**src/rtl/pipe_stage_reg.sv**
```systemverilog
// rtl/pipe_stage_reg.sv - one-cycle pipeline stage register with ready/valid handshake
// Optional second (skid) entry enabled by defining PIPE_STAGE_SKID_EN; with the skid
// entry in_ready comes only from registered state, otherwise it passes out_ready through.
module pipe_stage_reg #(
    parameter int                 DATA_W   = 96,
    parameter int                 CTRL_W   = 8,
    parameter logic [CTRL_W-1:0]  NOP_CTRL = '0
) (
    input  logic              clk,
    input  logic              reset,
    input  logic              in_valid,
    output logic              in_ready,
    input  logic [CTRL_W-1:0] in_ctrl,
    input  logic [DATA_W-1:0] in_data,
    input  logic              flush,
    output logic              out_valid,
    input  logic              out_ready,
    output logic [CTRL_W-1:0] out_ctrl,
    output logic [DATA_W-1:0] out_data,
    output logic [15:0]       stall_cnt
);

`ifdef PIPE_STAGE_SKID_EN
    typedef enum logic [1:0] {
        ST_EMPTY = 2'd0,
        ST_ONE   = 2'd1,
        ST_TWO   = 2'd2
    } state_t;
`else
    typedef enum logic {
        ST_EMPTY = 1'b0,
        ST_ONE   = 1'b1
    } state_t;
`endif

    state_t            state;
    state_t            state_nxt;
    logic              in_fire;
    logic              out_fire;
    logic              load_head;
    logic [CTRL_W-1:0] head_ctrl;
    logic [DATA_W-1:0] head_data;

`ifdef PIPE_STAGE_SKID_EN
    logic              load_skid;
    logic              promote;
    logic [CTRL_W-1:0] skid_ctrl;
    logic [DATA_W-1:0] skid_data;
`endif

    // Handshake signals: the head entry is visible whenever the stage is non-empty.
    always_comb begin
        out_valid = (state != ST_EMPTY);
`ifdef PIPE_STAGE_SKID_EN
        // Registered-only ready; reset gating keeps upstream off while the stage is held in reset.
        in_ready  = !reset && (state != ST_TWO);
`else
        // Single entry: can accept when empty or when the head leaves this cycle.
        in_ready  = !reset && ((state == ST_EMPTY) || out_ready);
`endif
        in_fire   = in_valid && in_ready;
        out_fire  = out_valid && out_ready;
        out_ctrl  = out_valid ? head_ctrl : NOP_CTRL;
        out_data  = head_data;
    end

    // Next-state and datapath load decisions; flush wins over everything.
    always_comb begin
        state_nxt = state;
        load_head = 1'b0;
`ifdef PIPE_STAGE_SKID_EN
        load_skid = 1'b0;
        promote   = 1'b0;
`endif
        case (state)
            ST_EMPTY: begin
                if (in_fire) begin
                    state_nxt = ST_ONE;
                    load_head = 1'b1;
                end
            end
            ST_ONE: begin
                if (in_fire && out_fire) begin
                    load_head = 1'b1;
                end else if (out_fire) begin
                    state_nxt = ST_EMPTY;
`ifdef PIPE_STAGE_SKID_EN
                end else if (in_fire) begin
                    state_nxt = ST_TWO;
                    load_skid = 1'b1;
`endif
                end
            end
`ifdef PIPE_STAGE_SKID_EN
            ST_TWO: begin
                if (out_fire) begin
                    state_nxt = ST_ONE;
                    promote   = 1'b1;
                end
            end
`endif
            default: state_nxt = ST_EMPTY;
        endcase
        if (flush) begin
            state_nxt = ST_EMPTY;
            load_head = 1'b0;
`ifdef PIPE_STAGE_SKID_EN
            load_skid = 1'b0;
            promote   = 1'b0;
`endif
        end
    end

    // State register.
    always_ff @(posedge clk or posedge reset) begin
        if (reset) begin
            state <= ST_EMPTY;
        end else begin
            state <= state_nxt;
        end
    end

    // Head entry: loaded from input, or from the skid entry when it is promoted.
    always_ff @(posedge clk or posedge reset) begin
        if (reset) begin
            head_ctrl <= NOP_CTRL;
            head_data <= '0;
        end else if (load_head) begin
            head_ctrl <= in_ctrl;
            head_data <= in_data;
`ifdef PIPE_STAGE_SKID_EN
        end else if (promote) begin
            head_ctrl <= skid_ctrl;
            head_data <= skid_data;
`endif
        end
    end

`ifdef PIPE_STAGE_SKID_EN
    // Skid entry: captures the input that arrives while the head is stalled.
    always_ff @(posedge clk or posedge reset) begin
        if (reset) begin
            skid_ctrl <= '0;
            skid_data <= '0;
        end else if (load_skid) begin
            skid_ctrl <= in_ctrl;
            skid_data <= in_data;
        end
    end
`endif

    // Saturating backpressure counter; deliberately untouched by flush.
    always_ff @(posedge clk or posedge reset) begin
        if (reset) begin
            stall_cnt <= 16'd0;
        end else if (out_valid && !out_ready && (stall_cnt != 16'hFFFF)) begin
            stall_cnt <= stall_cnt + 16'd1;
        end
    end

endmodule

```
**config.mk**
```make
export PLATFORM = sky130hd
export DESIGN_NAME = pipe_stage_reg
export DESIGN_NICKNAME = d
export VERILOG_FILES = /design/src/rtl/pipe_stage_reg.sv
export SDC_FILE = /design/constraint.sdc
export NUM_CORES = 1
export LEC_CHECK = 0
export ABC_AREA = 1
export BUFFER_PORTS_ARGS = -buffer_cell sky130_fd_sc_hd__buf_2
export CAP_MARGIN = 30
export CORE_ASPECT_RATIO = 1.2
export CORE_UTILIZATION = 50
export CTS_CLUSTER_SIZE = 28
export DETAILED_ROUTE_END_ITERATION = 8
export PLACE_DENSITY = 0.87
export SYNTH_ARGS = -nofsm -noshare
export SYNTH_HDL_FRONTEND = slang
export SYNTH_SLANG_ARGS = --single-unit
```
**constraint.sdc**
```tcl
create_clock -name clk -period 9 [get_ports clk]
set_input_delay 0.9 -clock clk [delete_from_list [all_inputs] [get_ports clk]]
set_output_delay 0.9 -clock clk [all_outputs]
set_load 0.01 [all_outputs]
```
# [Word level (Yosys, flattened, before mapping)]
# Index checks and enable logic that the tools add are counted.
[totals] regBits=121 input_bits=109 out_inout_bits=122 wordCells=25
[classes] n_addsub=1 n_eq_ne=1 muxes=9 n_bitwise=1 n_reduce_logical=9
[op_table] op="adder 16 x 1 -> 16 bit, second input constant" count=1
[op_table] op="inequality test 16 bit, second input constant" count=1
[op_table] op="two-way mux 8 bit" count=1
[op_table] op="logical AND 1 bit" count=6
[op_table] op="two-way mux 1 bit" count=6
[op_table] op="one-hot mux 1 bit (2 select lines)" count=2
[op_table] op="zero test 1 bit" count=2
[op_table] op="logical OR 1 bit" count=1
[op_table] op="NOT 1 bit" count=1

# [Logic depth before layout (Yosys ltp)]
[depth] depth_word=8 depth_mapped=10 ltp_nobuf=9

# [Least setup slack after synthesis]
# Ideal clock, no wire load.
[synth_path] kind="in2out" from="input out_ready" to="output in_ready" t_arrival_ns=1.101 required_time_ns=8.100 slack_ns=6.999 path_stages=2 path_buffers=0 cell_sequence="nor2_4 > nor2_4"
[synth_between] elab_chain_len=2
[synth_rtl] item="start: declaration" line_no="17" text="input logic out_ready,"
[synth_rtl] item="logical OR 1 bit" line_no="59" text="in_ready = !reset && ((state == ST_EMPTY) || out_ready);"
[synth_rtl] item="logical AND 1 bit" line_no="59"
[synth_rtl] item="end: declaration" line_no="12" text="output logic in_ready,"
# Every way passes these cells.

# [Worst setup path in the final report]
[layout_path] from="input out_ready" to="register head_data[84], in the netlist out_data[84]"
[layout_between] elab_chain_len=7 word_cells_on_any_way=9 cone_classes="mux (4); reduce/logical (5)"
[layout_rtl] item="logical OR 1 bit" line_no="59"
[layout_rtl] item="logical AND 1 bit" line_no="59"
[layout_rtl] item="logical AND 1 bit" line_no="61" text="in_fire = in_valid && in_ready;"
[layout_rtl] item="logical AND 1 bit" line_no="83" text="if (in_fire && out_fire) begin"
[layout_rtl] item="two-way mux 1 bit" line_no="83"
[layout_rtl] item="one-hot mux 1 bit (2 select lines) *" line_no="75" text="case (state)"
[layout_rtl] item="two-way mux 1 bit *" line_no="104" text="if (flush) begin"
[layout_rtl] item="end signal: assignment" line_no="130" text="head_data <= in_data;"
[layout_rtl] item="end: declaration" line_no="42" text="logic [DATA_W-1:0] head_data;"
# Every way passes the cells marked *; elsewhere a longest branch is shown, timed or not.
# A chain may end at the register's enable or synchronous reset.

==> impl_metrics.csv <==
group,metric,value,unit
detailed_routing,drt_pass1_iterations,4,
setup_path,r2r-end,"out_data[84]",
detailed_routing,drt-total-wl,12400,microns
power,swShare,27.4,%
sta,slew_headroom,37.2,%
synthesis,synth_edf_count,0,
synthesis,ys_seq_area_share,58.0,%
floorplanning,fp.dieW,95.3,microns
detailed_routing,first_iter_violations,200,
placed_design,place_inst,941,
global_route,grt_pass1_vias,4187,
placed_design,place_hpwl,8800,microns
setup_path,slowest_stage,"buf_4",
power,cellLeakagePower,4.13,nW
setup_path,cpPeakStageDelay,0.84,ns
detailed_routing,vias,4540,
setup_path,cp-end-kind,"flop",
worst_hold_path,hold_path.class,"flop to flop",
power,clockPowerShare,40.5,%
setup_path,crit_start,"out_ready",
global_route,antenna_found_initial,1,
run,cap_violations,0,
setup_path,critPathTopFamily,"buffers and inverters",
status,status,"finished clean",
setup_path,reg2regPathDepth,6,
setup_path,timing.rr.start,"out_valid",
synthesis,synth_ff_type,"dfrtp_1",
final_layout,utilization,69.3,%
clock_tree,numCtsBuffers,17,
sta,timing.final.crit_share,30.8,%
synthesis,netlist_instances,608,
final_layout,fin_cells,972,
sta,worstMarginPinSlew,0.942,ns
sta,slew_viol_final,0,
clock_tree,cts_hold_buf,0,
floorplanning,start_util,51.7,%
sta,fmax,361,MHz
final_layout,diodes,0,
final_layout,area_delta_synth_final,34.1,%
setup_path,regToRegSetupSlack,6.23,ns
floorplanning,die_y,114,microns
sta,period_needed,2.77,ns
final_layout,final_common_cell,"buf_2",
setup_path,crit_cells,6,
global_route,grt_max_degree,112,
global_route,grt_remaining_overflow,0,
setup_path,cp-endpoint,"out_data[84]",
setup_path,cp-start-kind,"primary input",
synthesis,synth_cell_types,24,
clock_tree,root_buffer,"clkbuf_16",
floorplanning,core_area,10100,sq um
floorplanning,row_count,40,
detailed_routing,wl_per_cell,12.7,microns
clock_tree,ctsResizeCount,0,
power,switching_power,0.466,mW
detailed_routing,drcViolationCount,0,
power,p_int,1.23,mW
setup_path,crit_fanout,111,
sta,setup_viol,0,
setup_path,crit_path_frequent_cell,"nor2_4",
global_route,grt_usage,23.5,%
synthesis,netlist_area,5230,sq um
power,combPwrFrac,18.1,%
global_route,grt_pass1_wl,19400,microns
power,vdd_drop_max,0.181,mV
synthesis,synth.avg_cell_area,8.59,sq um
synthesis,synth_seq_cells,121,
placed_design,portBuffers,230,
floorplanning,pin_count,231,
clock_tree,insertion_delay,0.40,ns
final_layout,nets,944,
setup_path,path_cells,"buf_2, nor2_4, nor2_4, nand3b_4, buf_4, o21ai_0",
setup_path,worst_ep_arrival_time,3.00,ns
clock_tree,cts_buffer_depth,2,
sta,rsz0062_at_grt,"false",
synthesis,synthArstFlopShare,100,%
final_layout,drive_above_1_share,33.0,%
clock_tree,clock-sinks,121,
sta,fin_skew,0.00579,ns
detailed_routing,postRouteAntennaNets,0,
sta,fin_tns_setup,0,ns
setup_path,crit_type,"primary input to flop",
floorplanning,dieArea,10900,sq um
clock_tree,htreeDepth,4,
clock_tree,cts_tree,"yes",
synthesis,syn_nets,718,
sta,hold_viol,0,
synthesis,synth-warning-count,0,
final_layout,final_cell_mix,"buf_2, nand2_1, inv_1",
placed_design,gp_congestion,0.859,
clock_tree,post-cts-setup-buffers,0,
clock_tree,clk_pin_slew,0.05,ns
detailed_routing,via_per_inst,4.67,
power,power.density,243,nW/um^2
setup_path,cp.required,9.22,ns
setup_path,critical_path_buf_inv_count,2,
power,seqPwrFrac,41.4,%
-- worst reg2reg max path: stages, from the launching register on --
cell and delay [ns]:
dfrtp_1 0.58, inv_4 0.05, nor2_4 0.15, nor2_4 0.06, nand3b_4 0.66, buf_4 0.85
o21ai_0 0.25
-- metrics by stage --
stage	worst slack (ns)	instance area [sq um]	total power, mW	hold WS, ns
after floorplan	4.89	5230	0.870	0.453
after global placement	5.89	6370	1.00	0.459
after detailed placement	5.82	6400	1.02	0.468
after CTS	6.16	7010	1.72	0.481
after global routing	5.88	7010	1.79	0.497
final	6.23	7010	1.70	0.477
-- metal layers --
layer / GRT usage, % / vias to the layer above / routed length [microns]
li1: - / 2279 / -
met1: 27.7 / 2057 / 5080
met2: 39.4 / 174 / 6200
met3: 7.40 / 28 / 822
met4: 9.39 / 2 / 266
met5: 0 / - / 13
-- registers in the layout, summed over array words and instances (netlist names) --
register	cells
out_data	96
stall_cnt	16
head_ctrl	8
out_valid	1
-- cell usage after synthesis (all sizes together) (2+ instances only) --
cell	instances	share of area, %
nand2	175	13
inv	127	9.2
dfrtp	121	58
o21ai	116	12
nor2	22	2.1
buf	16	2.6
clkbuf	10	0.74
nand3	7	0.67
nand4	4	0.48
xnor2	4	0.67
nand3b	3	0.67
xor2	2	0.34
-- cells by family after synthesis --
logic type | Yosys count | synth area share (%)
AND/OR/NAND/NOR | 211 | 16.5
buffers and inverters | 153 | 12.5
flip-flops | 121 | 58.0
AO/OA/AOI/OAI | 116 | 11.8
XOR/XNOR | 6 | 1.01
adder cells (fa/ha/maj) | 1 | 0.239
-- worst min path at each step --
stage                              end  cells past startpoint          from  slack (ns)
after floorplan           head_ctrl[0]                      2  head_ctrl[0]        0.45
after global placement    out_data[24]                      2  out_data[24]        0.46
after detailed placement  out_data[82]                      2  out_data[82]        0.47
after CTS                 out_data[82]                      2  out_data[82]        0.48
after global routing      out_data[22]                      2  out_data[22]        0.50
final                      out_data[3]                      2   out_data[3]        0.48
-- power by group through the flow --
stage / registers [mW] / logic, mW / clock network [mW]
2_1_floorplan: 0.749 / 0.120 / 0
3_3_place_gp: 0.708 / 0.296 / 0
3_5_place_dp: 0.711 / 0.310 / 0
4_1_cts: 0.705 / 0.313 / 0.698
5_1_grt: 0.719 / 0.348 / 0.725
6_report: 0.705 / 0.308 / 0.688
-- area by class of cell --
type	count	area, sq um
clock buffer	23	488
clock inverter	8	118
fill	814	3100
inverter	127	482
multi-input combinational	334	1540
sequential	121	3030
tap	126	158
timing repair buffer	233	1190
Note: power is estimated with default switching activity, not from simulation.
